==> src/rtl/can_fd_seq_pkg.sv <==
`default_nettype none
// ---------------------------------------------------------------------------
// can_fd_seq_pkg - state encoding, register map and init table for the CAN-FD APB sequencer. Rev 1.0
// ---------------------------------------------------------------------------
package can_fd_seq_pkg;

  typedef enum logic [3:0] {
    ST_IDLE     = 4'd0,
    ST_I_SETUP  = 4'd1,
    ST_I_ACCESS = 4'd2,
    ST_READY    = 4'd3,
    ST_T_SETUP  = 4'd4,
    ST_T_ACCESS = 4'd5,
    ST_C_SETUP  = 4'd6,
    ST_C_ACCESS = 4'd7,
    ST_R_SETUP  = 4'd8,
    ST_R_ACCESS = 4'd9,
    ST_ERR      = 4'd10
  } seq_state_e;

  localparam logic [31:0] CMD_ADDR     = 32'h0000_000C;
  localparam logic [31:0] TXT_BUF_ADDR = 32'h0000_0100;
  localparam logic [31:0] RX_DATA_ADDR = 32'h0000_006C;
  localparam logic [31:0] TX_CMD_VAL   = 32'h0000_0002;

  // MODE, BTR, BTR_FD, SETTINGS; unused slots stay zero
  localparam logic [31:0] INIT_ADDR [16] = '{
    32'h0000_0004, 32'h0000_0024, 32'h0000_0028, 32'h0000_0008,
    32'h0, 32'h0, 32'h0, 32'h0, 32'h0, 32'h0, 32'h0, 32'h0,
    32'h0, 32'h0, 32'h0, 32'h0
  };
  localparam logic [31:0] INIT_DATA [16] = '{
    32'h0000_0010, 32'h0204_0A05, 32'h0102_0403, 32'h0000_0001,
    32'h0, 32'h0, 32'h0, 32'h0, 32'h0, 32'h0, 32'h0, 32'h0,
    32'h0, 32'h0, 32'h0, 32'h0
  };

  function automatic logic st_access(input seq_state_e s);
    return (s == ST_I_ACCESS) || (s == ST_T_ACCESS) ||
           (s == ST_C_ACCESS) || (s == ST_R_ACCESS);
  endfunction

  function automatic logic st_busy(input seq_state_e s);
    return st_access(s) || (s == ST_I_SETUP) || (s == ST_T_SETUP) ||
           (s == ST_C_SETUP) || (s == ST_R_SETUP);
  endfunction

endpackage
`default_nettype wire

==> src/rtl/can_fd_seq_rr_arb.sv <==
`default_nettype none
// ---------------------------------------------------------------------------
// can_fd_seq_rr_arb - two-input round-robin arbiter, TX wins the first tie. Rev 1.0
// ---------------------------------------------------------------------------
module can_fd_seq_rr_arb (
  input  logic       clk,
  input  logic       rst,
  input  logic       tx_valid_i,
  input  logic       rd_valid_i,
  input  logic       en_i,
  output logic [1:0] grant_o      // [0] = TX, [1] = RD
);

  logic last_tx_q;

  always_comb begin
    grant_o = 2'b00;
    if (en_i) begin
      if (tx_valid_i && (!rd_valid_i || !last_tx_q)) grant_o = 2'b01;
      else if (rd_valid_i)                           grant_o = 2'b10;
    end
  end

  always_ff @(posedge clk or posedge rst) begin
    if (rst)                    last_tx_q <= 1'b0;
    else if (grant_o != 2'b00)  last_tx_q <= grant_o[0];
  end

endmodule
`default_nettype wire

==> src/rtl/can_fd_apb_sequencer.sv <==
`default_nettype none
// ---------------------------------------------------------------------------
// can_fd_apb_sequencer - init-table replay then TX/RX-poll APB master (option: CAN_FD_SEQ_TIMEOUT_EN). Rev 1.0
// ---------------------------------------------------------------------------
module can_fd_apb_sequencer
  import can_fd_seq_pkg::*;
#(
  parameter int APB_ADDR_W = 12,
  parameter int INIT_LEN   = 4,
  parameter int TIMEOUT    = 255
) (
  input  logic                  clk,
  input  logic                  rst,
  input  logic                  start,
  output logic                  init_done,
  output logic                  busy,
  output logic                  error,
  input  logic                  tx_valid,
  input  logic [31:0]           tx_data,
  output logic                  tx_ready,
  input  logic                  rd_valid,
  output logic                  rd_ready,
  output logic [31:0]           rd_data,
  output logic                  rd_data_valid,
  output logic [APB_ADDR_W-1:0] m_apb_paddr,
  output logic                  m_apb_psel,
  output logic                  m_apb_penable,
  output logic                  m_apb_pwrite,
  output logic [31:0]           m_apb_pwdata,
  output logic [3:0]            m_apb_pstrb,
  input  logic                  m_apb_pready,
  input  logic [31:0]           m_apb_prdata,
  input  logic                  m_apb_pslverr
);

  seq_state_e            state_q;
  logic [3:0]            idx_q;
  logic [3:0]            idx_d;
  logic [APB_ADDR_W-1:0] paddr_q;
  logic [31:0]           pwdata_q;
  logic [31:0]           rd_data_q;
  logic [3:0]            pstrb_q;
  logic                  psel_q, penable_q, pwrite_q;
  logic                  init_done_q, error_q, rd_data_valid_q;
  logic [1:0]            grant;
  logic                  in_access, fault, tmo_hit, last_init;

  function automatic logic [APB_ADDR_W-1:0] fit_addr(input logic [31:0] a);
    return a[APB_ADDR_W-1:0];
  endfunction

  assign in_access = st_access(state_q);
  assign fault     = in_access && m_apb_pready && m_apb_pslverr;
  assign idx_d     = idx_q + 4'd1;
  assign last_init = ({28'd0, idx_q} >= 32'(INIT_LEN - 1));

  can_fd_seq_rr_arb u_arb (
    .clk        (clk),
    .rst        (rst),
    .tx_valid_i (tx_valid),
    .rd_valid_i (rd_valid),
    .en_i       (state_q == ST_READY),
    .grant_o    (grant)
  );

`ifdef CAN_FD_SEQ_TIMEOUT_EN
  localparam logic [7:0] TMO_LAST = 8'(TIMEOUT - 1);
  logic [7:0] tmo_q;

  // Held at zero outside ACCESS, so every ACCESS state starts counting afresh
  always_ff @(posedge clk or posedge rst) begin
    if (rst)                tmo_q <= '0;
    else if (!in_access)    tmo_q <= '0;
    else if (!m_apb_pready) tmo_q <= tmo_q + 8'd1;
  end

  assign tmo_hit = in_access && !m_apb_pready && (tmo_q == TMO_LAST);
`else
  logic unused_timeout;
  assign unused_timeout = (TIMEOUT != 0);
  assign tmo_hit        = 1'b0;
`endif

  always_ff @(posedge clk or posedge rst) begin
    if (rst) begin
      state_q         <= ST_IDLE;
      idx_q           <= '0;
      paddr_q         <= '0;
      pwdata_q        <= '0;
      pstrb_q         <= '0;
      psel_q          <= 1'b0;
      penable_q       <= 1'b0;
      pwrite_q        <= 1'b0;
      init_done_q     <= 1'b0;
      error_q         <= 1'b0;
      rd_data_q       <= '0;
      rd_data_valid_q <= 1'b0;
    end else begin
      rd_data_valid_q <= 1'b0;
      if (fault || tmo_hit) begin
        state_q   <= ST_ERR;
        psel_q    <= 1'b0;
        penable_q <= 1'b0;
        error_q   <= 1'b1;
      end else begin
        case (state_q)
          ST_IDLE: if (start) begin
            state_q  <= ST_I_SETUP;
            idx_q    <= '0;
            paddr_q  <= fit_addr(INIT_ADDR[0]);
            pwdata_q <= INIT_DATA[0];
            pstrb_q  <= 4'hF;
            pwrite_q <= 1'b1;
            psel_q   <= 1'b1;
          end
          ST_I_SETUP: begin state_q <= ST_I_ACCESS; penable_q <= 1'b1; end
          ST_T_SETUP: begin state_q <= ST_T_ACCESS; penable_q <= 1'b1; end
          ST_C_SETUP: begin state_q <= ST_C_ACCESS; penable_q <= 1'b1; end
          ST_R_SETUP: begin state_q <= ST_R_ACCESS; penable_q <= 1'b1; end
          ST_I_ACCESS: if (m_apb_pready) begin
            penable_q <= 1'b0;
            if (last_init) begin
              state_q     <= ST_READY;
              psel_q      <= 1'b0;
              init_done_q <= 1'b1;
            end else begin
              state_q  <= ST_I_SETUP;
              idx_q    <= idx_d;
              paddr_q  <= fit_addr(INIT_ADDR[idx_d]);
              pwdata_q <= INIT_DATA[idx_d];
            end
          end
          ST_READY: begin
            // tx_data is captured straight into the write-data register on grant
            if (grant[0]) begin
              state_q  <= ST_T_SETUP;
              paddr_q  <= fit_addr(TXT_BUF_ADDR);
              pwdata_q <= tx_data;
              pstrb_q  <= 4'hF;
              pwrite_q <= 1'b1;
              psel_q   <= 1'b1;
            end else if (grant[1]) begin
              state_q  <= ST_R_SETUP;
              paddr_q  <= fit_addr(RX_DATA_ADDR);
              pwdata_q <= '0;
              pstrb_q  <= 4'h0;
              pwrite_q <= 1'b0;
              psel_q   <= 1'b1;
            end
          end
          ST_T_ACCESS: if (m_apb_pready) begin
            state_q   <= ST_C_SETUP;
            penable_q <= 1'b0;
            paddr_q   <= fit_addr(CMD_ADDR);
            pwdata_q  <= TX_CMD_VAL;
          end
          ST_C_ACCESS: if (m_apb_pready) begin
            state_q   <= ST_READY;
            psel_q    <= 1'b0;
            penable_q <= 1'b0;
          end
          ST_R_ACCESS: if (m_apb_pready) begin
            state_q         <= ST_READY;
            psel_q          <= 1'b0;
            penable_q       <= 1'b0;
            rd_data_q       <= m_apb_prdata;
            rd_data_valid_q <= 1'b1;
          end
          ST_ERR:  state_q <= ST_ERR;
          default: state_q <= ST_IDLE;
        endcase
      end
    end
  end

  assign init_done     = init_done_q;
  assign busy          = st_busy(state_q);
  assign error         = error_q;
  assign tx_ready      = grant[0];
  assign rd_ready      = grant[1];
  assign rd_data       = rd_data_q;
  assign rd_data_valid = rd_data_valid_q;
  assign m_apb_paddr   = paddr_q;
  assign m_apb_psel    = psel_q;
  assign m_apb_penable = penable_q;
  assign m_apb_pwrite  = pwrite_q;
  assign m_apb_pwdata  = pwdata_q;
  assign m_apb_pstrb   = pstrb_q;

endmodule
`default_nettype wire

==> config.mk <==
export PLATFORM = sky130hd
export DESIGN_NAME = can_fd_apb_sequencer
export DESIGN_NICKNAME = d
export VERILOG_FILES = /design/src/rtl/can_fd_seq_pkg.sv /design/src/rtl/can_fd_seq_rr_arb.sv /design/src/rtl/can_fd_apb_sequencer.sv
export SDC_FILE = /design/constraint.sdc
export NUM_CORES = 1
export LEC_CHECK = 0
export BUFFER_PORTS_ARGS = -buffer_cell sky130_fd_sc_hd__buf_2
export CAP_MARGIN = 10
export CORE_MARGIN = 3
export CORE_UTILIZATION = 40
export DETAILED_ROUTE_END_ITERATION = 10
export PLACE_DENSITY = 0.7
export REMOVE_ABC_BUFFERS = 1
export SLEW_MARGIN = 5
export SYNTH_ARGS = -nofsm -noshare
export SYNTH_HDL_FRONTEND = slang
export SYNTH_SLANG_ARGS = --single-unit
==> constraint.sdc <==
create_clock -name clk -period 2.5 [get_ports clk]
set_input_delay 0.5 -clock clk [delete_from_list [all_inputs] [get_ports clk]]
set_output_delay 0.5 -clock clk [all_outputs]
set_load 0.03 [all_outputs]
==> summary.md, run 1 <==
| Metric | Value |
|---|---|
| Status | finished clean |
| Seq pwr share | 0.337 |
| Required @ worst endpoint | 2.00 ns |
| WL final | 10100 um |
| Worst slack at placement | 0.220 ns |
| Yosys top cell by area | dfrtp_1 |
| Ratio of cells with drive above 1 in the final layout | 0.352 |
| Setup Skew | 0.0128 ns |
| Final Total Pwr | 6.38 mW |
| Vias in the first global route | 3394 |
| First-pass GRT wire length | 16500 um |
| Slew Limit Fails | 0 |
| Nets | 628 |
| RSZ-0062 raised after global routing | no |
| Crit Path Max Fanout | 12 |
| Total gr overflow | 0 |
| Hpwl dp | 7430 um |
| Fillers | 878 |
| Commonest non-fill, non-tap cells in the layout | buf_2 (151), nand2_1 (112), dfrtp_1 (83), a21oi_1 (21), a22o_1 (21) |
| Clock transition at path regs | 0.10 ns |
| Antenna Diode Count | 0 |
| Synth Instances | 400 |
| Vias per Instance | 4.94 |
| Startpoint Class | flop |
| Max Clock Freq | 425 MHz |
| Commonest non-fill, non-tap cell in the layout | buf_2 |
| Final worst slack | 0.149 ns |
| DRC Markers | 0 |
| Fin Setup TNS | 0 ns |
| DR WL/cell | 14.7 um |
| Die Span Y | 105 um |
| Post-place instance area | 4770 um2 |
| Ys async rst share | 1.00 |
| Post-Place Cells | 670 |
| PwrDens | 1290 nW/um2 |
| Seq/Total Area, Yosys | 0.541 |
| Final cell count without fillers | 686 |
| First-pass DRT Iterations | 5 |
| Area Growth Syn to Fin | 27.6% |
| Yosys warns | 0 |
| Slew headroom | 0.663 |
| Yosys reg bits | 84 |
| Sw Share | 0.475 |
| Arrival @ worst endpoint | 1.85 ns |
| Antenna viol nets, final | 0 |
| GRT Util Overall | 0.185 |
| Internal power | 3.35 mW |
| EDFF count, synth | 0 |
| Fin crit share | 0.940 |
| Synth Flop Type | dfrtp_1 |
| Worst min-delay path category | in -> async |
| Share of total power in the clock network | 0.148 |
| FP Rows | 35 |
| CP max stage delay | 0.47 ns |
| CP dominant cell by count | buf_4 |
| CTS Sinks | 84 |
| Yosys cell types | 49 |
| Hold slack final | 0.142 ns |
| Vias | 3389 |
| Clock buffer depth | 2 |
| Avg Inst Size Synth | 9.71 um2 |
| Initial DRC count | 148 |
| Synth top area share | 0.541 |
| Final Util | 0.531 |
| Port bufs | 152 |
| Largest net degree at the start of global routing | 43 |
| Max-Cap Viols | 0 |
| R2R Setup Slk | 0.23 ns |
| CORE AREA | 9330 um2 |
| VDD IR max | 0.000556 V |
| Worst slew pin tran | 0.505 ns |
| Sw Pwr | 3.03 mW |
| Root Driver | clkbuf_8 |
| Leakage | 2.81 nW |
| CP endpoint kind | primary output |
| Chip width | 105 um |
| Tmin final | 2.35 ns |
| Starting Density | 0.416 |
| Synth area leaders | dfrtp_1 (54%), nand2_1 (11%), a22o_1 (4.7%) |
| Final Instance Area | 4960 um2 |
| Initial antenna violation count | 0 |
| CTS tree | done |
| Hold Vio Cnt, Final | 0 |
| Kind of critical path | reg -> out |
| Comb power frac | 0.515 |
| Full die area | 10900 um2 |
| Ports | 160 |
| H-Tree Level Count | 3 |
| Multi-input logic area | 1510 um2 |
| Mapped cell area | 3880 um2 |
| CTS buffer count | 9 |
| Worst-Skew Late Latency | 0.36 ns |
| Sequential cell area | 2100 um2 |
| Slowest CP cell | dfrtp_2 |
| CP Cell Sequence | buf_4 > nor2b_1 > and2_4 > nand2_1 > a21oi_2 > buf_4 |
| # setup viols final | 0 |
| RePlAce Congestion | 0.887 |
-- layout make-up --
class	count	area share
Sequential cell	84	0.424
Multi-Input combinational cell	264	0.304
Timing Repair Buffer	172	0.187
Tap cell	129	0.0326
Clock buffer	9	0.0250
Inverter	21	0.0162
Clock inverter	7	0.0116
-- cell usage after synthesis, types with 6 or more instances --
cell	n
nand2_1	112
dfrtp_1	84
a21oi_1	22
a22o_1	21
inv_1	21
mux2i_1	13
o21ai_0	13
buf_4	11
clkbuf_1	10
buf_2	8
nor2_1	8
nor2b_1	6
-- power groups by stage --
stage	Combinational [mW]	Clock (mW)	Sequential (mW)
5_1_grt	3.57	1.02	2.22
3_3_place_gp	3.22	0	2.15
4_1_cts	3.30	0.959	2.15
3_5_place_dp	3.30	0	2.16
6_report	3.28	0.942	2.15
2_1_floorplan	1.30	0	3.06
-- cell families after synthesis --
group | Yosys count | share of synthesized area
muxes | 18 | 0.0480
other | 1 | 0.000965
adders and majority gates | 5 | 0.0161
DFF | 84 | 0.541
buffers and inverters | 58 | 0.0789
AOI/OAI and AO/OA | 84 | 0.148
and+or+nand+nor | 150 | 0.167
-- registers in the layout, indices dropped and copies added (netlist names) --
name	flops
error	1
idx_q	4
init_done	1
m_apb_paddr	5
m_apb_penable	1
m_apb_psel	1
m_apb_pstrb	1
m_apb_pwdata	32
rd_data	32
rd_data_valid	1
state_q	4
u_arb.last_tx_q	1
-- metal layers --
layer / wire length [um] / share of wire / track usage
met4: 193 / 0.019 / 0.0712
met1: 4410 / 0.44 / 0.248
met5: 0 / 0 / 0
met3: 896 / 0.089 / 0.0544
met2: 4580 / 0.45 / 0.284
-- path summary, 6_finish.rpt --
path | from | end | cells after the start
max | state_q[2] | rd_ready | 6
min | rst | rd_data[10] | 2
max reg2reg | state_q[0] | m_apb_pwdata[22] | 6
min reg2reg | init_done | init_done | 1
max in group asynchronous | rst | rd_data[22] | 3
min in group clk | m_apb_prdata[13] | rd_data[13] | 3
-- repair_timing --
action / CTS / global route
resized for setup: 2 / 3
endpoints found under the setup margin: 2 / 2
setup buffers: 0 / 0
hold buffers: 0 / 0
-- critical path, delay by kind of cell (launching register included) --
| family | cells | cell delay [ns] |
|---|---|---|
| compound gates | 1 | 0.15 |
| buf+inv | 2 | 0.38 |
| flops | 1 | 0.47 |
| simple gates | 3 | 0.49 |
Note: power is estimated with default switching activity, not from simulation.
==> run 2, diff against run 1 <==
--- a/config.mk
+++ b/config.mk
@@ -10,7 +10,8 @@
 export CORE_MARGIN = 3
 export CORE_UTILIZATION = 40
 export DETAILED_ROUTE_END_ITERATION = 10
-export PLACE_DENSITY = 0.7
+export HOLD_SLACK_MARGIN = 0.12
+export PLACE_DENSITY = 0.73
 export REMOVE_ABC_BUFFERS = 1
 export SLEW_MARGIN = 5
 export SYNTH_ARGS = -nofsm -noshare
==> run 2 against run 1 <==
  * Worst setup slack better by 0.015 ns
  * Power down 0.44%
  * Hold slack better by 0.064 ns
  * Clock power down 2.1%
  * Critical endpoint unchanged
  * Largest power group unchanged
  * Highest routed layer unchanged
==> summary.md, run 2 (same netlist as run 1, synthesis figures left out) <==
| Metric | Value |
|---|---|
| DRC Markers | 0 |
| Leakage | 2.80 nW |
| CORE AREA | 9330 um2 |
| RR Endpoint | m_apb_pwdata[0] |
| Max Clock Freq | 428 MHz |
| Fin Setup TNS | 0 ns |
| Vias | 3341 |
| Vias in the first global route | 3298 |
| Fin crit share | 0.934 |
| Commonest non-fill, non-tap cells in the layout | buf_2 (151), nand2_1 (112), dfrtp_1 (83), a21oi_1 (22), a22o_1 (21) |
| CTS Sinks | 84 |
| Kind of critical path | reg -> out |
| Hpwl dp | 7320 um |
| Total gr overflow | 0 |
| Commonest non-fill, non-tap cell in the layout | buf_2 |
| Post-CTS Hold Fix Bufs | 0 |
| Max-Cap Viols | 0 |
| Die Span Y | 105 um |
| Nets | 624 |
| PwrDens | 1290 nW/um2 |
| Clock transition at path regs | 0.09 ns |
| Ratio of cells with drive above 1 in the final layout | 0.347 |
| Ports | 160 |
| Internal power | 3.34 mW |
| CTS buffer count | 9 |
| Hold slack final | 0.206 ns |
| Setup Skew | 0.0143 ns |
| Antenna viol nets, final | 0 |
| Crit Path Max Fanout | 10 |
| WL final | 9910 um |
| Hold Vio Cnt, Final | 0 |
| Share of total power in the clock network | 0.145 |
| Final worst slack | 0.165 ns |
| Final Instance Area | 4940 um2 |
| Port bufs | 152 |
| RePlAce Congestion | 0.867 |
| Antenna Diode Count | 0 |
| CTS tree | done |
| Slew headroom | 0.552 |
| Worst min-delay path category | in -> async |
| Final cell count without fillers | 682 |
| Worst R2R Start | idx_q[0] |
| Worst Reg-to-Reg Cells | 6 |
| Sw Share | 0.473 |
| Required @ worst endpoint | 2.00 ns |
| Post-Place Cells | 666 |
| Initial antenna violation count | 0 |
| Post-place instance area | 4750 um2 |
| Starting Density | 0.416 |
| R2R Setup Slk | 0.35 ns |
| Worst slack at placement | 0.340 ns |
| DR WL/cell | 14.5 um |
| VDD IR max | 0.000647 V |
| Startpoint Class | flop |
| Worst slew pin tran | 0.671 ns |
| Seq pwr share | 0.340 |
| FP Rows | 35 |
| Root Driver | clkbuf_8 |
| First-pass DRT Iterations | 6 |
| H-Tree Level Count | 3 |
| First-pass GRT wire length | 16200 um |
| GRT Util Overall | 0.183 |
| Area Growth Syn to Fin | 27.1% |
| Initial DRC count | 165 |
| Vias per Instance | 4.90 |
| Sw Pwr | 3.00 mW |
| Clock buffer depth | 2 |
| # setup viols final | 0 |
| Chip width | 105 um |
| Slew Limit Fails | 0 |
| Full die area | 10900 um2 |
| RSZ-0062 raised after global routing | no |
| CP endpoint kind | primary output |
| Tmin final | 2.34 ns |
| Largest net degree at the start of global routing | 47 |
| Status | finished clean |
| Arrival @ worst endpoint | 1.84 ns |
| Comb power frac | 0.515 |
| Worst-Skew Late Latency | 0.36 ns |
run 2: cell count changes in the layout (fill, tap and decap cells not counted):
cell / previous run / this run
a21oi_1: 21 / 22
nor2b_1: 6 / 4
and2_4: 1 / 0
buf_12: 1 / 2
buf_4: 20 / 15
and2_1: 1 / 2
nor2b_2: 0 / 2
a21oi_2: 1 / 0
run 2: what timing repair did:
item                                    4_1_cts  5_1_grt
endpoints found under the setup margin        0        2
gates resized for setup                       0        5
buffers inserted                              0        0
run 2: routing by layer:
layer  GRT usage  part of all wire  routed length (um)
met1       0.242              0.43                4310
met2       0.289              0.48                4710
met3      0.0482             0.074                 733
met4      0.0665             0.017                 164
met5           0                 0                   0
run 2: worst max-delay path, cell delays in order, from the launching register on:
cell,delay (ns)
dfrtp_1,0.44
buf_4,0.20
nor2b_2,0.18
and2_1,0.21
nand2_1,0.07
a21oi_1,0.18
buf_4,0.21
run 2: power by group through the flow:
stage               Clock [mW]  Combinational [mW]  Sequential (mW)
floorplan                    0                1.30             3.06
global placement             0                3.24             2.15
detailed placement           0                3.29             2.17
CTS                      0.947                3.30             2.15
global route              1.01                3.55             2.23
finish                   0.922                3.27             2.16
run 2: how the worst max path moves through the flow:
| stage | start | slack (ns) | to | cells after the start |
|---|---|---|---|---|
| 2_1_floorplan | rst | -0.17 | error | 1 |
| 3_3_place_gp | m_apb_pready | 0.34 | m_apb_pwdata[1] | 7 |
| 3_5_place_dp | m_apb_pready | 0.34 | m_apb_pwdata[0] | 7 |
| 4_1_cts | state_q[2] | 0.01 | rd_ready | 6 |
| 5_1_grt | state_q[2] | 0.005 | rd_ready | 6 |
| 6_report | state_q[2] | 0.16 | rd_ready | 6 |
run 2: cell type report:
| cell class | instances | area, um2 |
|---|---|---|
| Sequential cell | 84 | 2100 |
| Multi-Input combinational cell | 264 | 1500 |
| Fill cell | 856 | 4390 |
| Clock buffer | 9 | 124 |
| Clock inverter | 7 | 57.6 |
| Inverter | 21 | 80.1 |
| Tap cell | 129 | 161 |
| Timing Repair Buffer | 168 | 908 |
run 2: per-stage QoR:
stage	utilization	power (mW)
final	0.529	6.35
after global routing	0.529	6.79
after CTS	0.529	6.40
after detailed placement	0.509	5.46
after global placement	0.509	5.40
after floorplan	-	4.36
==> run 3, diff against run 2 <==
--- a/config.mk
+++ b/config.mk
@@ -5,7 +5,7 @@
 export SDC_FILE = /design/constraint.sdc
 export NUM_CORES = 1
 export LEC_CHECK = 0
-export BUFFER_PORTS_ARGS = -buffer_cell sky130_fd_sc_hd__buf_2
+export BUFFER_PORTS_ARGS = -buffer_cell sky130_fd_sc_hd__clkbuf_2
 export CAP_MARGIN = 10
 export CORE_MARGIN = 3
 export CORE_UTILIZATION = 40
==> run 3 against run 2 <==
  * Cell count up 0.59%
  * Utilization rose by 0.58 points
  * Largest cell class unchanged
  * Count of clock-buffer cells in the layout stayed put
  * Worst setup slack lost 0.0039 ns
  * First-iteration DRC count is 20% higher
  * Non-clock buffer count rose by 4
  * Sequential power barely moved
  * Clock skew is 0.0024 ns higher
  * Cell area up 1.1%
  * Register-to-register slack is essentially flat
==> summary.md, run 3 (same netlist as run 1, synthesis figures left out) <==
| Metric | Value |
|---|---|
| PwrDens | 1300 nW/um2 |
| Tmin final | 2.34 ns |
| Vias in the first global route | 3384 |
| CTS buffer count | 9 |
| Max Clock Freq | 428 MHz |
| Setup Skew | 0.0167 ns |
| Final Util | 0.535 |
| Slew headroom | 0.579 |
| Slew Limit Fails | 0 |
| Worst-Skew Late Latency | 0.36 ns |
| Kind of critical path | reg -> out |
| First-pass GRT wire length | 16200 um |
| Crit Path Max Fanout | 12 |
| Final Instance Area | 4990 um2 |
| CP endpoint kind | primary output |
| CTS Sinks | 84 |
| Hold Vio Cnt, Final | 0 |
| FP Rows | 35 |
| CTS tree | done |
| Post-place instance area | 4760 um2 |
| First-pass DRT Iterations | 4 |
| Worst Reg-to-Reg Cells | 6 |
| Area Growth Syn to Fin | 28.5% |
| Hpwl dp | 7450 um |
| Vias per Instance | 4.93 |
| Root Driver | clkbuf_8 |
| Max-Cap Viols | 0 |
| Clock buffer depth | 2 |
| Fin crit share | 0.936 |
| DRC Markers | 0 |
| Commonest non-fill, non-tap cells in the layout | clkbuf_2 (151), nand2_1 (112), dfrtp_1 (82), a21oi_1 (22), a22o_1 (21) |
| Fillers | 857 |
| Total gr overflow | 0 |
| Initial antenna violation count | 0 |
| H-Tree Level Count | 3 |
| Largest net degree at the start of global routing | 40 |
| Initial DRC count | 198 |
| Die Span Y | 105 um |
| Clock transition at path regs | 0.09 ns |
| RR Endpoint | m_apb_paddr[5] |
| Port bufs | 152 |
| Vias | 3379 |
| DR WL/cell | 14.3 um |
| Final worst slack | 0.161 ns |
| Startpoint Class | flop |
| RSZ-0062 raised after global routing | no |
| Chip width | 105 um |
| R2R Setup Slk | 0.36 ns |
| Full die area | 10900 um2 |
| Antenna viol nets, final | 0 |
| CORE AREA | 9330 um2 |
| Fin Setup TNS | 0 ns |
| # setup viols final | 0 |
| Critical Path Sink | busy |
| Ratio of cells with drive above 1 in the final layout | 0.354 |
| RePlAce Congestion | 0.921 |
| Final Total Pwr | 6.48 mW |
| VDD IR max | 0.000699 V |
| Worst min-delay path category | in -> async |
| Nets | 628 |
| Arrival @ worst endpoint | 1.84 ns |
| WL final | 9830 um |
| Post-CTS Hold Fix Bufs | 0 |
| Commonest non-fill, non-tap cell in the layout | clkbuf_2 |
| Required @ worst endpoint | 2.00 ns |
| Worst slack at placement | 0.271 ns |
| Antenna Diode Count | 0 |
| Ports | 160 |
| GRT Util Overall | 0.183 |
| Crit path from | state_q[2] |
| Worst slew pin tran | 0.631 ns |
| Worst R2R Start | idx_q[0] |
| Leakage | 2.81 nW |
| Starting Density | 0.416 |
| Status | finished clean |
run 3: cell count changes in the layout (fill, tap and decap cells not counted), moves of 2 or more:
cell	previous run	this run
nor2b_1	4	6
clkbuf_2	0	151
nor2b_2	2	0
buf_2	151	0
buf_4	15	18
run 3: worst min path at each step:
stage,endpoint,cells after the start,slack (ns)
3_5_place_dp,init_done,1,0.46
5_1_grt,rd_data[23],2,0.21
6_report,rd_data[11],2,0.18
2_1_floorplan,u_arb.last_tx_q,1,0.48
3_3_place_gp,init_done,1,0.45
4_1_cts,rd_data[11],2,0.19
run 3: layer usage:
metal | vias to the layer above | track usage | routed length, um
met5 | - | 0 | 0
met4 | 0 | 0.0646 | 144
met3 | 14 | 0.0469 | 759
met2 | 141 | 0.305 | 4780
met1 | 1586 | 0.231 | 4140
li1 | 1638 | - | -
run 3: cell type report:
cell class / count / area [um2] / area share
sequential: 84 / 2100 / 0.422
multi-input combinational: 264 / 1500 / 0.301
timing repair buffer: 172 / 938 / 0.188
tap: 129 / 161 / 0.0323
clock buffer: 9 / 124 / 0.0248
clock inverter: 7 / 82.6 / 0.0165
inverter: 21 / 80.1 / 0.0160
run 3: worst max-delay path: stages (launching register included):
cell	delay (ns)
dfrtp_1	0.48
buf_4	0.22
or2_2	0.34
o22ai_1	0.21
clkbuf_2	0.24
run 3: what timing repair did:
action	4_1_cts	5_1_grt
endpoints found under the setup margin	2	2
resized for setup	3	3
endpoints found under the hold margin	0	0
buffers inserted	0	2
run 3: power by group:
part	leakage, nW	switching (mW)	internal (mW)
Clock	0.104	0.536	0.479
Sequential	1.10	0.335	1.83
Combinational	1.61	2.15	1.15
Total	2.81	3.02	3.47
run 3: per-stage QoR:
stage | instances | hold WS [ns]
2_1_floorplan | 369 | 0.480
3_5_place_dp | 668 | 0.456
5_1_grt | 686 | 0.213
3_3_place_gp | 668 | 0.452
6_report | 686 | 0.183
4_1_cts | 684 | 0.188
